### config.mk
export PLATFORM = sky130hd
export DESIGN_NAME = ctrl_pipe
export DESIGN_NICKNAME = d
export VERILOG_FILES = /design/src/rtl/ctrl_pipe.sv
export SDC_FILE = /design/constraint.sdc
export NUM_CORES = 1
export LEC_CHECK = 0
export CAP_MARGIN = 5
export CELL_PAD_IN_SITES_DETAIL_PLACEMENT = 1
export CELL_PAD_IN_SITES_GLOBAL_PLACEMENT = 2
export CORE_MARGIN = 10
export CORE_UTILIZATION = 22
export CTS_CLUSTER_DIAMETER = 120
export CTS_CLUSTER_SIZE = 40
export DETAILED_ROUTE_END_ITERATION = 12
export PLACE_DENSITY_LB_ADDON = 0.1
export SYNTH_ARGS = -nofsm -noshare
export SYNTH_HDL_FRONTEND = slang
export SYNTH_SLANG_ARGS = --single-unit
### constraint.sdc
create_clock -name clk -period 1.1 [get_ports clk]
set_clock_uncertainty 0.1 [all_clocks]
set_input_delay 0.165 -clock clk [delete_from_list [all_inputs] [get_ports clk]]
set_output_delay 0.165 -clock clk [all_outputs]
set_load 0.01 [all_outputs]
### src/rtl/ctrl_pipe.sv
// Control-bundle pipeline for the five-stage MIPS datapath: carries EX/M/WB
// strobes through ID/EX, EX/MEM and MEM/WB and resolves load-use stalls and taken-branch flushes.
module ctrl_pipe #(
  parameter int REG_W = 5
) (
  input  logic             clk,
  input  logic             rst_n,
  input  logic [3:0]       id_ex,
  input  logic [2:0]       id_m,
  input  logic [1:0]       id_wb,
  input  logic             id_valid,
  input  logic [REG_W-1:0] id_rs,
  input  logic [REG_W-1:0] id_rt,
  input  logic [REG_W-1:0] id_rd,
  input  logic             mem_zero,
  output logic             ex_reg_dst,
  output logic             ex_alu_src,
  output logic [1:0]       ex_alu_op,
  output logic [REG_W-1:0] ex_dst,
  output logic             mem_branch,
  output logic             mem_read,
  output logic             mem_write,
  output logic             wb_reg_write,
  output logic             wb_mem_to_reg,
  output logic [REG_W-1:0] wb_dst,
  output logic             hazard_stall,
  output logic             pc_src
);

  typedef struct packed {
    logic       reg_dst;
    logic [1:0] alu_op;
    logic       alu_src;
  } ex_t;

  typedef struct packed {
    logic branch;
    logic mem_read;
    logic mem_write;
  } m_t;

  typedef struct packed {
    logic reg_write;
    logic mem_to_reg;
  } wb_t;

  typedef struct packed {
    ex_t              ex;
    m_t               m;
    wb_t              wb;
    logic [REG_W-1:0] rt;
    logic [REG_W-1:0] rd;
  } idex_t;

  typedef struct packed {
    m_t               m;
    wb_t              wb;
    logic [REG_W-1:0] dst;
  } exmem_t;

  typedef struct packed {
    wb_t              wb;
    logic [REG_W-1:0] dst;
  } memwb_t;

  idex_t  idex_q;
  exmem_t exmem_q;
  memwb_t memwb_q;

  // A taken branch outranks the load-use stall: the load being waited on is squashed anyway.
  assign pc_src       = exmem_q.m.branch & mem_zero;
  assign hazard_stall = ~pc_src & id_valid & idex_q.m.mem_read &
                        ((idex_q.rt == id_rs) | (idex_q.rt == id_rt));

  assign ex_reg_dst    = idex_q.ex.reg_dst;
  assign ex_alu_op     = idex_q.ex.alu_op;
  assign ex_alu_src    = idex_q.ex.alu_src;
  assign ex_dst        = idex_q.ex.reg_dst ? idex_q.rd : idex_q.rt;

  assign mem_branch    = exmem_q.m.branch;
  assign mem_read      = exmem_q.m.mem_read;
  assign mem_write     = exmem_q.m.mem_write;

  assign wb_reg_write  = memwb_q.wb.reg_write;
  assign wb_mem_to_reg = memwb_q.wb.mem_to_reg;
  assign wb_dst        = memwb_q.dst;

  // NOTE: reset is synchronous (tested inside the clocked block), and all
  // state uses non-blocking assignments so every stage samples pre-edge values.
  always_ff @(posedge clk) begin
    if (!rst_n) begin
      idex_q  <= '0;
      exmem_q <= '0;
      memwb_q <= '0;
    end else begin
      memwb_q <= '{wb: exmem_q.wb, dst: exmem_q.dst};
      if (pc_src) begin
        idex_q  <= '0;
        exmem_q <= '0;
      end else begin
        exmem_q <= '{m: idex_q.m, wb: idex_q.wb, dst: ex_dst};
        if (hazard_stall || !id_valid) begin
          idex_q <= '0;
        end else begin
          idex_q <= '{ex: id_ex, m: id_m, wb: id_wb, rt: id_rt, rd: id_rd};
        end
      end
    end
  end

endmodule

==> results of run 1 <==
cells by family after synthesis:
group	synth area share
and+or+nand+nor	0.246
AOI/OAI and AO/OA	0.00984
muxes	0.0443
DFF	0.567
buffers and inverters	0.0640
xor gates and xnor gates	0.0689
worst reg2reg max path, delay by kind of cell, from the launching register on:
family                    cells  cell delay [ns]
xor gates and xnor gates      1             0.13
and+or+nand+nor               2             0.16
AOI/OAI and AO/OA             1             0.22
buffers and inverters         3             0.43
DFF                           1             0.36
worst paths after layout:
check                   startpoint                    end  slack, ns  cells after the start
max                       id_rt[4]           hazard_stall      -0.47                      5
min          exmem_q[0]$_SDFF_PP0_   wb_dst[0]$_SDFF_PN0_       0.33                      1
max reg2reg   idex_q[8]$_SDFF_PP0_  idex_q[11]$_SDFF_PP0_      -0.40                      7
min reg2reg  exmem_q[0]$_SDFF_PP0_   wb_dst[0]$_SDFF_PN0_       0.33                      1
repair_timing:
action / CTS / global route
gates resized for setup: 113 / 40
cloned: 1 / 2
buffers inserted: 8 / 4
setup endpoints to repair: 45 / 46
hold buffers: 0 / 0
pin swaps: 10 / 10
through the flow:
stage | setup WS [ns] | utilization | std cells
floorplan | -0.0874 | - | 124
global placement | -0.892 | 0.337 | 243
detailed placement | -0.874 | 0.337 | 243
CTS | -0.483 | 0.393 | 258
global route | -0.540 | 0.414 | 262
finish | -0.466 | 0.414 | 262
cell type report:
cell class / instances / area share
timing repair buffer: 68 / 0.294
clock buffer: 7 / 0.0421
clock inverter: 1 / 0.0131
tap: 72 / 0.0393
multi-input combinational: 77 / 0.289
inverter: 1 / 0.00164
sequential: 36 / 0.321
cell usage after synthesis (2+ instances only):
cell / number / area, sq um
nor2_1: 17 / 63.8
nand4_1: 4 / 25.0
nand3_1: 19 / 95.1
buf_4: 2 / 15.0
and3_1: 10 / 62.6
mux2_2: 5 / 56.3
buf_6: 4 / 45.0
nor2_2: 2 / 12.5
buf_2: 2 / 10.0
dfxtp_1: 36 / 721
and2_1: 8 / 50.1
clkbuf_1: 2 / 7.51
xnor2_1: 10 / 87.6
power groups by stage:
stage,sequential [mW],clock (mW),combinational (mW)
detailed placement,1.40,0,0.323
finish,1.37,1.26,0.382
global route,1.38,1.37,0.412
CTS,1.37,1.30,0.363
floorplan,1.40,0,0.127
global placement,1.40,0,0.320
metal layers:
metal | share of wire | vias up | global-route usage
met5 | 0 | - | 0
met4 | 0.018 | 0 | 0.0418
met3 | 0.057 | 7 | 0.0405
met2 | 0.53 | 32 | 0.157
met1 | 0.40 | 531 | 0.0910
li1 | - | 538 | -
==> flow_metrics.env, run 1 <==
export IMPL_outcome="finished with violations"
export IMPL_violations="setup timing"
export IMPL_multi_input_area_sq_um=663
export IMPL_cp_data_arrival_time_ns=1.30
export IMPL_rsz0062_at_grt="true"
export IMPL_drtAntennaViolNets=0
export IMPL_antenna_found_initial=0
export IMPL_fillers=612
export IMPL_drc=0
export IMPL_ir_drop_mv=0.434
export IMPL_io_pins=49
export IMPL_root_buffer="clkbuf_8"
export IMPL_tightest_slew_ns=0.188
export IMPL_die_w_um=96.0
export IMPL_slowest_stage="clkdlybuf4s50_1"
export IMPL_hold_path_class="reg -> reg"
export IMPL_layout_drive_gt1_share=0.511
export IMPL_grt_util_all_layers=0.0904
export IMPL_clkPwrFrac=0.418
export IMPL_syn_avg_cell_area_sq_um=10.3
export IMPL_critPathMaxStageDelay_ns=0.51
export IMPL_fin_area_sq_mm=0.00229
export IMPL_start_util=0.229
export IMPL_p_comb_frac=0.127
export IMPL_netlist_instances=124
export IMPL_cts_buffers_inserted=5
export IMPL_finalCriticalPeriod_ns=1.57
export IMPL_fin_nets=217
export IMPL_top_register="idex_q"
export IMPL_cap_violations=0
export IMPL_seq_area_sq_um=734
export IMPL_setup_slack_ns=-0.466
export IMPL_max_freq_ghz=0.639
export IMPL_synth_area_sq_mm=0.00127
export IMPL_crit_type="in -> out"
export IMPL_syn_to_final_growth_pct=80.2
export IMPL_swShare=0.208
export IMPL_synth_distinct_cells=16
export IMPL_synth_main_ff_cell="dfxtp_1"
export IMPL_drt_iter0_markers=18
export IMPL_crit_buf_inv=2
export IMPL_critPathLaunchType="primary input"
export IMPL_die_y_um=96.0
export IMPL_design_core_area_sq_mm=0.00554
export IMPL_ys_seq_area_frac=0.567
export IMPL_maxSlewViolCount=0
export IMPL_routed_via_density=4.23
export IMPL_crit_chain="clkdlybuf4s50_1 > xnor2_1 > nand4_1 > o22ai_2 > buf_2"
export IMPL_grt_pass1_vias=1210
export IMPL_grt_start_max_net_pins=20
export IMPL_diodes=0
export IMPL_leakage_nw=0.941
export IMPL_grt_pass1_wl_um=6320
export IMPL_io_buffer_count=48
export IMPL_ys_seq_elements=36
export IMPL_die_area_sq_mm=0.00922
export IMPL_required_ns=0.83
export IMPL_h_tree_depth=2
export IMPL_cts_sinks=36
export IMPL_report_final_hold_viol_count=0
export IMPL_min_period_over_period=1.42
export IMPL_syn_num_nets=152
export IMPL_rows=27
export IMPL_place_hpwl_um=2750
export IMPL_p_switching_mw=0.625
export IMPL_cts_tree="done"
export IMPL_cts_buffer_depth=2
export IMPL_insertion_delay_ns=0.28
export IMPL_final_cell_mix="29 x dfxtp_1, 25 x clkdlybuf4s50_1, 19 x nand3_1, 17 x buf_6, 13 x buf_2"
export IMPL_p_total_mw=3.01
export IMPL_clk_pin_slew_ns=0.06
export IMPL_vias=1108
export IMPL_max_slew_margin=0.874
export IMPL_crit_fanout=2
export IMPL_dpl_cell_area_sq_mm=0.00187
export IMPL_synth_edf_count=0
export IMPL_cp_top_family="buffers and inverters"
export IMPL_drt_pass1_iter_count=4
export IMPL_layout_commonest_cell="dfxtp_1"
export IMPL_yosys_warnings=0
export IMPL_power_density_mw_per_mm2=1310
export IMPL_cp_end_kind="primary output"
export IMPL_largest_register_ffs=15
export IMPL_wl_per_cell_um=15.6
export IMPL_timing_hold_ws_ns=0.333
export IMPL_seqPwrFrac=0.455
export IMPL_place_gp_congestion=0.718
export IMPL_routed_wirelength_um=4090
export IMPL_p_int_mw=2.38
export IMPL_setup_viol=37
export IMPL_tns_ns=-10.76
export IMPL_async_flop_share=0
export IMPL_grt_overflow=0
No activity file was read; power rests on OpenSTA's default activity.
==> run 2: changes to the inputs <==
--- a/config.mk
+++ b/config.mk
@@ -17,3 +17,4 @@
 export SYNTH_ARGS = -nofsm -noshare
 export SYNTH_HDL_FRONTEND = slang
 export SYNTH_SLANG_ARGS = --single-unit
+export TNS_END_PERCENT = 50
==> flow_metrics.env, run 2 (synthesis results as in run 1) <==
export IMPL_outcome="finished with violations"
export IMPL_violations="setup timing"
export IMPL_holdBufCountCts=0
export IMPL_routed_wirelength_um=4000
export IMPL_die_w_um=96.0
export IMPL_critPathMaxStageDelay_ns=0.50
export IMPL_fillers=609
export IMPL_cp_end_kind="primary output"
export IMPL_place_gp_congestion=0.734
export IMPL_dp_cells=244
export IMPL_crit_type="in -> out"
export IMPL_min_to="ex_alu_op[0]$_SDFF_PP0_"
export IMPL_cp_startpoint="id_rs[3]"
export IMPL_crit_buf_inv=2
export IMPL_io_pins=49
export IMPL_antenna_found_initial=0
export IMPL_design_core_area_sq_mm=0.00554
export IMPL_cp_top_family="buffers and inverters"
export IMPL_cp_data_arrival_time_ns=1.31
export IMPL_ir_drop_mv=0.493
export IMPL_cap_violations=0
export IMPL_routed_via_density=4.20
export IMPL_required_ns=0.83
export IMPL_stdcell_count=263
export IMPL_root_buffer="clkbuf_8"
export IMPL_grt_start_max_net_pins=20
export IMPL_fin_nets=218
export IMPL_timing_hold_ws_ns=0.331
export IMPL_start_util=0.229
export IMPL_setup_slack_ns=-0.472
export IMPL_reg2reg_setup_slack_ns=-0.41
export IMPL_top_register="idex_q"
export IMPL_highest_layer="met4"
export IMPL_cts_tree="done"
export IMPL_layout_drive_gt1_share=0.476
export IMPL_report_final_hold_viol_count=0
export IMPL_cts_sinks=36
export IMPL_tightest_slew_ns=0.177
export IMPL_dr_wl_met2_um=2090
export IMPL_diodes=0
export IMPL_rows=27
export IMPL_power_density_mw_per_mm2=1230
export IMPL_h_tree_depth=2
export IMPL_seq_area_sq_um=737
export IMPL_cts_buffers_inserted=5
export IMPL_final_cell_mix="29 x dfxtp_1, 25 x clkdlybuf4s50_1, 19 x nand3_1, 15 x buf_6, 11 x buf_2"
export IMPL_finalCriticalPeriod_ns=1.57
export IMPL_grt_pass1_vias=1229
export IMPL_setup_viol=32
export IMPL_layout_commonest_cell="dfxtp_1"
export IMPL_grt_pass1_wl_um=6220
export IMPL_maxSlewViolCount=0
export IMPL_r2r_end="idex_q[14]$_SDFF_PP0_"
export IMPL_place_hpwl_um=2750
export IMPL_grt_overflow=0
export IMPL_reg2regPathDepth=7
export IMPL_wl_per_cell_um=15.2
export IMPL_clk_pin_slew_ns=0.07
export IMPL_dpl_cell_area_sq_mm=0.00188
export IMPL_drt_pass1_iter_count=4
export IMPL_crit_chain="clkdlybuf4s50_1 > xnor2_2 > nand4_1 > o22ai_2 > buf_2"
export IMPL_insertion_delay_ns=0.29
export IMPL_syn_to_final_growth_pct=79.3
export IMPL_drt_iter0_markers=20
export IMPL_crit_fanout=2
export IMPL_timing_rr_start="idex_q[8]$_SDFF_PP0_"
export IMPL_die_y_um=96.0
export IMPL_wl_met1_um=1510
export IMPL_wl_met3_um=336
export IMPL_min_from="id_ex[1]"
export IMPL_p_total_mw=2.81
export IMPL_slowest_stage="clkdlybuf4s50_1"
export IMPL_largest_register_ffs=15
export IMPL_fin_area_sq_mm=0.00228
export IMPL_drtAntennaViolNets=0
export IMPL_fin_util=0.411
export IMPL_max_slew_margin=0.882
export IMPL_io_buffer_count=48
export IMPL_grt_util_all_layers=0.0908
export IMPL_critPathLaunchType="primary input"
export IMPL_min_period_over_period=1.43
export IMPL_vias=1105
export IMPL_leakage_nw=0.945
export IMPL_cts_buffer_depth=2
export IMPL_drc=0
export IMPL_rsz0062_at_grt="true"
export IMPL_multi_input_area_sq_um=646
export IMPL_max_freq_ghz=0.636
export IMPL_hold_depth=3
export IMPL_hold_path_class="in -> reg"
export IMPL_cp_num_cells=5
export IMPL_die_area_sq_mm=0.00922
## run 2: cell types whose count changed in the layout (fill, tap and decap cells not counted), moves of 2 or more
cell,delta
nor2_2,-4
and3_1,+3
and3_4,-3
nor2_1,+3
buf_2,-2
buf_4,+2
buf_6,-2
clkbuf_8,-2
clkdlybuf4s15_2,+2
## run 2: layout make-up
cell class | instances | share of cell area
flip-flops and latches | 36 | 0.323
repair buffers | 69 | 0.307
multi-input cells | 77 | 0.283
clock buffers | 7 | 0.0428
well taps | 72 | 0.0395
clock inverters | 1 | 0.00220
inverters | 1 | 0.00165
## run 2: worst min-delay path, cell delays in order
cell and delay, ns:
clkdlybuf4s50_1 0.40, nand3_1 0.08, nor2_1 0.04
## run 2: timing repair
| action | in CTS | in global routing |
|---|---|---|
| endpoints found under the setup margin | 45 | 41 |
| cloned | 2 | 1 |
| pin swaps | 8 | 13 |
| setup buffers | 7 | 2 |
| gates resized for setup | 113 | 35 |
## run 2: worst max-delay path by stage
stage	end	slack, ns
after floorplan	hazard_stall	-0.09
after global placement	hazard_stall	-0.88
after detailed placement	hazard_stall	-0.87
after CTS	hazard_stall	-0.46
after global routing	hazard_stall	-0.58
final	hazard_stall	-0.47
## run 2: through the flow
stage	setup TNS (ns)	setup slack [ns]
finish	-10.51	-0.472
global route	-12.78	-0.582
CTS	-8.81	-0.465
detailed placement	-17.06	-0.872
global placement	-17.08	-0.880
floorplan	-1.62	-0.0874
## run 2: power breakdown
group | internal, mW | switching, mW
Combinational | 0.241 | 0.140
Sequential | 1.34 | 0.0236
Clock | 0.581 | 0.483
## run 2: metal layers
layer | up-vias | global-route usage
li1 | 540 | -
met1 | 527 | 0.0844
met2 | 33 | 0.160
met3 | 5 | 0.0490
met4 | 0 | 0.0418
met5 | - | 0
